[config.mk]
export PLATFORM = sky130hd
export DESIGN_NAME = slot_credit_ledger
export DESIGN_NICKNAME = d
export VERILOG_FILES = /design/src/rtl/slot_credit_ledger.sv
export SDC_FILE = /design/constraint.sdc
export NUM_CORES = 1
export LEC_CHECK = 0
export ABC_CLOCK_PERIOD_IN_PS = 2800
export BUFFER_PORTS_ARGS = -buffer_cell sky130_fd_sc_hd__buf_4
export CAP_MARGIN = 5
export CORE_ASPECT_RATIO = 0.5
export CORE_UTILIZATION = 50
export DETAILED_ROUTE_END_ITERATION = 16
export GPL_TIMING_DRIVEN = 0
export PLACE_DENSITY = 0.74
export SLEW_MARGIN = 20
export SYNTH_ARGS = -nofsm -noshare
export SYNTH_HDL_FRONTEND = slang
export SYNTH_SLANG_ARGS = --single-unit
export TNS_END_PERCENT = 20
[constraint.sdc]
create_clock -name CLOCK_50 -period 2.8 [get_ports CLOCK_50]
set_input_delay 0.28 -clock CLOCK_50 [delete_from_list [all_inputs] [get_ports CLOCK_50]]
set_output_delay 0.28 -clock CLOCK_50 [all_outputs]
set_load 0.05 [all_outputs]
[src/rtl/slot_credit_ledger.sv]
// slot_credit_ledger: credit ledger for the slot machine.
// Loads a deposit, debits the stake for each spin, waits for the judge
// result and credits bet*multiplier on a win.
// Optional macro CREDIT_SAT_EN: on payout overflow the credit saturates to
// all-ones. When it is undefined the credit wraps modulo 2^CREDIT_W.
module slot_credit_ledger #(
  parameter int CREDIT_W = 8,
  parameter int BET_W    = 3,
  parameter int MULT_W   = 3
) (
  input  logic                CLOCK_50,
  input  logic                resetn,
  input  logic                clear,
  input  logic                load_en,
  input  logic [CREDIT_W-1:0] load_value,
  input  logic                bet_req,
  input  logic [BET_W-1:0]    bet_amt,
  input  logic                spin_done,
  input  logic                win,
  input  logic [MULT_W-1:0]   win_mult,
  output logic [CREDIT_W-1:0] credit,
  output logic                busy,
  output logic                spin_go,
  output logic                reject,
  output logic                overflow
);

  // Wide enough that credit + bet*mult can never wrap internally.
  localparam int SUM_W = CREDIT_W + BET_W + MULT_W;

  typedef enum logic [1:0] {IDLE, CHARGE, WAIT_SPIN, PAYOUT} state_t;

  state_t              state, state_nx;
  logic [BET_W-1:0]    bet_q, bet_nx;
  logic [MULT_W-1:0]   mult_q, mult_nx;
  logic [CREDIT_W-1:0] credit_nx;
  logic                spin_go_nx, reject_nx, overflow_nx;
  logic [SUM_W-1:0]    sum;
  logic                bet_ok;

  assign sum    = SUM_W'(credit) + SUM_W'(bet_q) * SUM_W'(mult_q);
  assign bet_ok = (bet_amt != '0) && (SUM_W'(bet_amt) <= SUM_W'(credit));
  // Decoded straight from the state register, so no input-to-output path.
  assign busy   = (state != IDLE);

  // Next-state, next-credit and next-pulse decode; clear overrides everything.
  always_comb begin
    state_nx    = state;
    bet_nx      = bet_q;
    mult_nx     = mult_q;
    credit_nx   = credit;
    spin_go_nx  = 1'b0;
    reject_nx   = 1'b0;
    overflow_nx = 1'b0;
    if (clear) begin
      state_nx  = IDLE;
      credit_nx = '0;
      bet_nx    = '0;
      mult_nx   = '0;
    end else begin
      case (state)
        IDLE: begin
          if (load_en) begin
            credit_nx = load_value;
            reject_nx = bet_req;       // a bet colliding with a load is refused
          end else if (bet_req) begin
            if (bet_ok) begin
              bet_nx     = bet_amt;
              state_nx   = CHARGE;
              spin_go_nx = 1'b1;       // registered, so it is high during CHARGE
            end else begin
              reject_nx  = 1'b1;
            end
          end
        end
        CHARGE: begin
          credit_nx = credit - CREDIT_W'(bet_q);
          reject_nx = bet_req;
          state_nx  = WAIT_SPIN;
        end
        WAIT_SPIN: begin
          reject_nx = bet_req;
          if (spin_done) begin
            if (win) begin
              mult_nx  = win_mult;
              state_nx = PAYOUT;
            end else begin
              state_nx = IDLE;
            end
          end
        end
        PAYOUT: begin
          reject_nx = bet_req;
          state_nx  = IDLE;
          credit_nx = sum[CREDIT_W-1:0];
          if (sum > SUM_W'({CREDIT_W{1'b1}})) begin
            overflow_nx = 1'b1;
`ifdef CREDIT_SAT_EN
            credit_nx   = '1;
`else
            credit_nx   = sum[CREDIT_W-1:0];
`endif
          end
        end
        default: state_nx = IDLE;
      endcase
    end
  end

  // State register.
  always_ff @(posedge CLOCK_50 or negedge resetn) begin
    if (!resetn) state <= IDLE;
    else         state <= state_nx;
  end

  // Credit, latched stake/multiplier and registered output pulses.
  always_ff @(posedge CLOCK_50 or negedge resetn) begin
    if (!resetn) begin
      credit   <= '0;
      bet_q    <= '0;
      mult_q   <= '0;
      spin_go  <= 1'b0;
      reject   <= 1'b0;
      overflow <= 1'b0;
    end else begin
      credit   <= credit_nx;
      bet_q    <= bet_nx;
      mult_q   <= mult_nx;
      spin_go  <= spin_go_nx;
      reject   <= reject_nx;
      overflow <= overflow_nx;
    end
  end

endmodule

## Yosys cells after proc, flatten, opt, wreduce, memory -nomap -nowiden

Cells that the tools add are included.

- Bits in registers: 19
- Word-level logic and storage cells: 69

- Add/subtract/negate cells: 2
- Mux-type cells: 32
- Eq/ne operators: 9
- Reduce and logical (&&, ||, !) cells: 16
- $mul: 1
- Magnitude comparators: 2

Operators by type and width:

| operator | number |
|---|---|
| 3-bit 2-to-1 mux | 9 |
| 8-bit one-hot mux with 3 select lines | 1 |
| 8-bit 2-to-1 mux | 2 |
| 3-bit inequality test, second input constant | 5 |
| 2-bit nonzero test | 7 |
| 1-bit 2-to-1 mux | 12 |
| 2-bit 2-to-1 mux | 6 |
| 8-bit by 6-bit adder with 9-bit output | 1 |
| 9-bit by 8-bit greater-than comparator with 1-bit output, second input constant | 1 |
| 3-bit by 8-bit <= comparator with 1-bit output | 1 |
| 2-bit one-hot mux with 4 select lines | 1 |
| 4-bit AND reduction | 2 |
| 8-bit by 3-bit subtractor with 8-bit output | 1 |
| 3-bit by 3-bit multiplier with 6-bit output | 1 |
| 2-bit == test, second input constant | 2 |
| 4-bit nonzero test | 1 |
| 3-bit AND reduction | 1 |
| 3-bit nonzero test | 1 |
| 3-bit OR reduction | 1 |
| 2-bit by 1-bit == test with 1-bit output, second input constant | 1 |
| 2-bit logical NOT | 1 |
| 2-bit inequality test, second input constant | 1 |
| 1-bit one-hot mux with 2 select lines | 1 |
| 2-bit AND reduction | 1 |
| 1-bit logical AND | 1 |

## Logic depth before layout (Yosys ltp)

Gate-level depths: netlist (run 1).

- Depth in word-level cells: 7
- Mapped depth: 11
- Depth with buffers taken out: 11

## Worst setup path after synthesis (run 1)

OpenSTA, ideal clock, no wires.

- Path kind: register to register
- From: register bet_q[0]
- To: register credit[7]
- Cell stages (with the launch flop): 11
- Buffers on the path: 0
- Path slack: -0.014 ns
- Setup time: 0.140 ns
- Arrival time: 2.675 ns
- Required time: 2.660 ns
- Path through: dfrtp_1 > nand2_1 > fa_1 > fa_1 > inv_1 > fa_1 > a21o_1 > a22oi_1 > nor3_1 > a211oi_1 > o21ai_0

- Longest elaborated chain between the ends: 4
- Elaborated cells between the ends (all ways): 5

Ends and longest elaborated chain:

| what | line | source |
|---|---|---|
| start, declared | 34 | `logic [BET_W-1:0] bet_q, bet_nx;` |
| start signal, assigned | 127 | `bet_q <= bet_nx;` |
| 3-bit by 3-bit multiplier with 6-bit output | 41 | `assign sum = SUM_W'(credit) + SUM_W'(bet_q) * SUM_W'(mult_q);` |
| 8-bit by 6-bit adder with 9-bit output | 41 |  |
| 8-bit one-hot mux with 3 select lines (*) | 61 | `case (state)` |
| 8-bit 2-to-1 mux (*) | 55 | `if (clear) begin` |
| end signal, assigned | 126 | `credit <= credit_nx;` |
| end, declared | 21 | `output logic [CREDIT_W-1:0] credit,` |

Mark *: on every way between the ends. The rest lies on a longest branch, timed or not.
A chain may end at the register's enable or synchronous reset.

## Final worst setup path (run 1)

- From: register bet_q[1]
- To: register credit[7]

Same word-level chain as after synthesis.

==> results by group, run 1 <==
STA
  • Setup TNS: -0.1208 ns
  • Endpoints failing hold: 0
  • Final worst path period need: about 2.9 ns
  • Setup Viol. Count Final: 3
  • Worst slew pin tran: roughly 0.63 ns
  • RSZ-0062 raised after global routing: yes
  • Final period utilization: 102.0%
  • Slew headroom: approximately 58%
  • Max-slew violations: 0
  • Final setup margin: -0.05611 ns
  • Highest clock rate: approximately 350 MHz
  • Worst clock skew: ~0.0035 ns
  • Hold_ws: ~0.25 ns

Layout
  • Layout area overhead: 26.51%
  • Layout cell share with drive strength beyond 1: about 27%
  • Design area: between 2000 and 2500 µm²
  • Most common cell after layout, fill and taps aside: buf_4
  • Utilization after layout: approximately two thirds
  • Commonest non-fill, non-tap cells in the layout: buf_4, inv_1, dfrtp_1
  • N_diodes: 0
  • Nets: approximately 280

Drt
  • Final wirelength: approximately 4400 µm
  • DRC Markers: 4
  • Starting DRT DRC Count: between 90 and 100
  • Routed vias: about 1600
  • Antenna Nets Post-Route: 0
  • Per-cell routed wire length: around 16 µm
  • TritonRoute pass-1 iters: 11
  • Vias per Instance: ~5.9

GRT
  • Largest net degree at the start of global routing: 20
  • First-pass GRT wire length: between 7000 and 8000 µm
  • Initial antenna violation count: 0
  • Number of global-route vias before repair: approximately 1500
  • Gr ovfl total: 0
  • Gr usage total: 26.50%

Power
  • Sequential share of power: a little under two fifths
  • Sw power: 0.3185 mW
  • Cell internal pwr: between 0.5 and 0.6 mW
  • Sw frac: between 30% and 40%
  • Clock power frac: 24.9%
  • Final Power: around 0.83 mW
  • Combinational Power Share: between 30% and 40%
  • Static Leakage: between 1 and 1.5 nW
  • VDD IR max: about 0.19 mV
  • PD cells: around 390 nW/µm²

Worst setup path
  • Crit-path slowest cell: fa_1
  • Worst Setup Path Type: flip-flop to flip-flop
  • CP cell instances: nand2_1, fa_1, fa_1, inv_2, fa_2, a21o_1, a22oi_2, nor3_1, a211oi_1, o21ai_1
  • Required @ worst endpoint: 2.93 ns
  • CP peak stage delay: 0.57 ns
  • Critical path data arrival time: 2.99 ns
  • CP Capture Type: flip-flop
  • Worst-path fanout max: 4
  • R2r setup slk: -0.06 ns
  • CP bufs+invs: 1
  • Setup crit start kind: flip-flop
  • Delay-heaviest family, CP: adder cells
  • CP dominant cell by count: fa_1

Synth
  • Asr flop ratio synth: between 90% and 100%
  • Post-synthesis instance area: approximately 1700 µm²
  • Synth cell types: 42
  • Main synth FF type: dfrtp_1
  • Top cells by area, synth: dfrtp_1, ha_1, fa_1, inv_1, o21ai_0
  • Number of synthesized flops with an enable pin: 0
  • Total nets after synthesis: ~230
  • Post-synthesis cell count: 191
  • Synthesized area per cell: 8.798 µm²
  • Dominant cell type by area after synthesis: dfrtp_1
  • Area share of the largest cell type after synthesis: between 20% and 30%
  • Yosys warns: 0
  • Sequential area share after synthesis: around 28%
  • Synthesized flop and latch total: 19

Die
  • Rows: 14
  • Die Y: about 43 µm
  • Die Span X: between 80 and 90 µm
  • Core box area: between 3000 and 4000 µm²
  • Io pins: 33
  • Die area: between 3000 and 4000 µm²
  • Starting density of the core: 54.20%

Clock network
  • Clock root cell: clkbuf_8
  • Clk_lat worst skew: ~0.27 ns
  • CTS tree: yes
  • Clk sinks: 19
  • Num CTS Buffers: 3
  • Clock Path Buffers: 2
  • Reg clk slew, reported paths: 0.08 ns
  • CTS H-tree depth: 1

Job
  • Max cap viols: 0

Place
  • PortBufs: 32
  • Routability congestion estimate: roughly 0.9
  • Post-DP HPWL: between 3000 and 4000 µm
  • Placed Instance Area: 1976 µm²

Run status
  • Status: complete, but fails checks
  • Violated checks: design-rule violations, negative setup slack

Hold path
  • Worst min-delay path class: input pin to flip-flop
==> through the flow <==
stage,cells,worst slack (ns)
3_3_place_gp,263,-0.2730
5_1_grt,273,-0.1754
2_1_floorplan,191,-0.007599
4_1_cts,273,-0.02212
6_report,273,-0.05611
3_5_place_dp,263,-0.2929
==> sequential cells by signal, indices dropped and copies added, names as in the netlist <==
signal / cells
spin_go: 1
reject: 1
overflow: 1
state: 2
bet_q: 3
credit: 8
mult_q: 3
==> what timing repair did <==
| action | 4_1_cts | 5_1_grt |
|---|---|---|
| pin swaps | 11 | 5 |
| hold endpoints to repair | 19 | 0 |
| hold buffers | 1 | 0 |
| buffers inserted | 5 | 0 |
| endpoints found under the setup margin | 5 | 5 |
| gates resized for setup | 9 | 5 |
==> layer usage <==
layer / GRT usage, % / vias to the layer above / part of all wire (%)
met5: 0 / - / 0
met4: 4.483 / 0 / 1.1
met3: 6.226 / 4 / 7.8
met2: 41.97 / 66 / 46
met1: 37.71 / 772 / 45
li1: - / 757 / -
==> power by group through the flow <==
stage	sequential [mW]	combinational [mW]	clock, mW
6_report	0.315	0.308	0.207
3_5_place_dp	0.321	0.288	0
4_1_cts	0.314	0.302	0.217
2_1_floorplan	0.358	0.157	0
3_3_place_gp	0.320	0.281	0
5_1_grt	0.317	0.334	0.227
==> worst min-delay path: stages <==
cell and delay (ns):
buf_4 0.08, mux2i_1 0.05, nor2_1 0.08
==> layout make-up <==
cell class	count	area [µm²]
Clock inverter	1	5.005
Sequential cell	19	475.5
Tap cell	40	50.05
Buffer	5	30.03
Clock buffer	3	41.29
Fill cell	255	974.7
Timing Repair Buffer	38	287.8
Inverter	25	93.84
Multi-Input combinational cell	142	1142
==> cell families after synthesis <==
kind of cell,Yosys count,synth area share [%]
compound gates,53,21.52
xor+xnor,4,2.085
fa+ha+maj,21,18.32
buf+inv,30,7.371
flops,19,28.30
mux,7,4.170
simple gates,57,18.24
==> Yosys cell counts (all sizes together) (5+ instances only) <==
library cell	number
mux2i	7
nor2	13
dfrtp	19
o21ai	19
a21oi	10
and2	5
nor3	6
fa	6
nand2	15
inv	25
a211oi	5
ha	15
==> final timing paths <==
check | startpoint | endpoint | depth (start not counted)
hold reg to reg | credit[2]$_DFFE_PN0P_ | credit[2]$_DFFE_PN0P_ | 2
setup reg to reg | bet_q[1]$_DFFE_PN0P_ | credit[7]$_DFFE_PN0P_ | 10
setup / recovery | bet_q[1]$_DFFE_PN0P_ | credit[7]$_DFFE_PN0P_ | 10
hold / removal | win_mult[0] | mult_q[0]$_DFFE_PN0P_ | 3
min in group asynchronous | resetn | spin_go$_DFF_PN0_ | 2
max in group asynchronous | resetn | state[0]$_DFFE_PN0P_ | 2
Note: power is estimated with default switching activity, not from simulation.
==> run 2, diff against run 1 <==
RECOVER_POWER = 50   (was unset)
==> run 2 against run 1 <==
Effect of this change:
- the run still ends with design-rule violations, negative setup slack left
- worst setup slack lost 0.0015 ns
- clock power hardly changed
- clock-buffer cell count is the same
- critical path depth unchanged
- utilization down 0.48 points
- global-route usage did not move
- final area fell by 0.71%
- die area did not move
- flip-flop and latch count did not move
- critical path type unchanged
==> results by group, run 2 (same netlist as run 1, synthesis figures left out) <==
Run status
  • Status: complete, but fails checks
  • Violated checks: design-rule violations, negative setup slack

Layout
  • Top Registers: credit x8, bet_q x3, mult_q x3
  • Commonest non-fill, non-tap cells in the layout: buf_4, inv_1, dfrtp_1
  • Layout cell share with drive strength beyond 1: 25.75%
  • Nets: roughly 280
  • Biggest register: credit
  • Most common cell after layout, fill and taps aside: buf_4
  • # fillers: between 200 and 300
  • Layout area overhead: 25.61%
  • N_diodes: 0
  • Max reg flops: 8

Worst setup path
  • Worst-path fanout max: 4
  • FF-to-FF path depth: 10
  • R2r setup slk: -0.06 ns
  • Setup crit start kind: flip-flop
  • Worst r2r src: bet_q[1]$_DFFE_PN0P_
  • Crit path capture: credit[7]$_DFFE_PN0P_
  • CP peak stage delay: 0.57 ns
  • Reg2Reg Capture Point: credit[7]$_DFFE_PN0P_
  • Required @ worst endpoint: just under 3 ns
  • CP Capture Type: flip-flop
  • CP cell instances: nand2_1, fa_1, fa_1, inv_2, fa_2, a21o_1, a22oi_2, nor3_1, a211oi_1, o21ai_1
  • Crit path from: bet_q[1]$_DFFE_PN0P_
  • CP dominant cell by count: fa_1
  • Crit-path slowest cell: fa_1
  • Critical path data arrival time: 2.99 ns
  • Worst Setup Path Type: flip-flop to flip-flop

Drt
  • Starting DRT DRC Count: between 90 and 100
  • TritonRoute pass-1 iters: 11
  • Routed vias: 1601
  • Antenna Nets Post-Route: 0
  • Vias per Instance: 5.864
  • DRC Markers: 4
  • Per-cell routed wire length: ~16 µm
  • Final wirelength: approximately 4400 µm

Die
  • Io pins: 33
  • Core box area: approximately 3100 µm²
  • Die Y: ~43 µm
  • Starting density of the core: around 54%
  • Rows: 14
  • Die area: between 3000 and 4000 µm²
  • Die Span X: about 84 µm

Power
  • Final Power: slightly above 0.8 mW
  • Static Leakage: between 1 and 1.5 nW
  • PD cells: 392.2 nW/µm²
  • VDD IR max: 0.1926 mV

GRT
  • Initial antenna violation count: 0
  • Number of global-route vias before repair: 1478
  • Gr busiest metal: met2
  • M2 GR Usage: 41.97%
  • Largest net degree at the start of global routing: 20
  • Met1 Use GR: between 30 and 40%
  • M3 GR Usage: ~6.2%
  • First-pass GRT wire length: between 7000 and 8000 µm
  • Gr usage total: between 20% and 30%
  • Gr ovfl total: 0

STA
  • Highest clock rate: roughly 350 MHz
  • Hold_ws: ~0.25 ns
  • Final period utilization: 102.1%
  • Final setup margin: -0.05764 ns
  • Worst slew pin tran: around 1.1 ns
  • Final worst path period need: about 2.9 ns
  • Max-slew violations: 0
  • Endpoints failing hold: 0
  • Slew headroom: between 20 and 30%
  • RSZ-0062 raised after global routing: yes
  • Worst clock skew: roughly 0.0036 ns
  • Setup Viol. Count Final: 3

Place
  • Routability congestion estimate: between 0.8 and 0.9
  • Post-DP HPWL: about 3300 µm
  • PortBufs: 32

Clock network
  • CTS H-tree depth: 1
  • CTS tree: yes
  • Num CTS Buffers: 3
  • Clk sinks: 19
  • Clock root cell: clkbuf_8
  • Reg clk slew, reported paths: approximately 0.080 ns
  • Clk_lat worst skew: ~0.27 ns
  • Clock Path Buffers: 2

Job
  • Max cap viols: 0

Hold path
  • Hold path startpoint: win_mult[0]
  • Worst min-delay path class: input pin to flip-flop
## run 2: changes by cell type in the layout (fill, tap and decap cells not counted)
cell,previous run,this run
buf_4,37,33
clkbuf_1,1,5
## run 2: power breakdown
part	internal, mW	switching, mW	leakage (nW)
Combinational	0.119	0.187	0.747
Sequential	0.291	0.0240	0.258
Clock	0.0996	0.108	0.0255
## run 2: routing by layer
layer	share of wire, %	vias to the layer above
li1	-	757
met1	46	775
met2	46	65
met3	7.5	4
met4	1.1	0
met5	0	-
## run 2: stage by stage
stage | setup slack (ns) | cells | instance area [µm²] | util [%] | TNS (ns)
3_5_place_dp | -0.2929 | 263 | 1976 | 63.72 | -0.8442
4_1_cts | -0.02212 | 273 | 2108 | 68.00 | -0.02212
3_3_place_gp | -0.2730 | 263 | 1976 | 63.72 | -0.6786
6_report | -0.05764 | 273 | 2111 | 68.08 | -0.1220
2_1_floorplan | -0.007599 | 191 | 1685 | - | -0.007599
5_1_grt | -0.1754 | 273 | 2111 | 68.08 | -0.6375
## run 2: worst max-delay path: cells and delay by family (launching register included)
kind	cells	cell delay [ns]
compound gates	4	0.67
fa+ha+maj	3	1.38
buf+inv	1	0.07
flops	1	0.43
simple gates	2	0.16
## run 2: layout make-up
class | instances | area (µm²) | share of cell area, %
clock inverter | 1 | 5.005 | 0.2371
sequential | 19 | 475.5 | 22.53
clock buffer | 3 | 41.29 | 1.956
tap | 40 | 50.05 | 2.371
multi-input combinational | 142 | 1142 | 54.12
inverter | 25 | 93.84 | 4.446
buffer | 5 | 30.03 | 1.423
timing repair buffer | 38 | 272.8 | 12.92
## run 2: how the worst min path moves through the flow
| stage | to | depth (start not counted) | slack, ns |
|---|---|---|---|
| 2_1_floorplan | bet_q[0]$_DFFE_PN0P_ | 0 | -0.02 |
| 3_3_place_gp | reject$_DFF_PN0_ | 1 | 0.17 |
| 3_5_place_dp | reject$_DFF_PN0_ | 1 | 0.17 |
| 4_1_cts | mult_q[1]$_DFFE_PN0P_ | 3 | 0.25 |
| 5_1_grt | reject$_DFF_PN0_ | 2 | 0.25 |
| 6_report | mult_q[0]$_DFFE_PN0P_ | 3 | 0.25 |
## run 2: repair_timing
item,CTS,global route
setup endpoints to repair,5,5
gates resized for setup,9,5
hold buffers,1,0
setup buffers,5,0
hold endpoints to repair,19,0
pin swaps,11,5
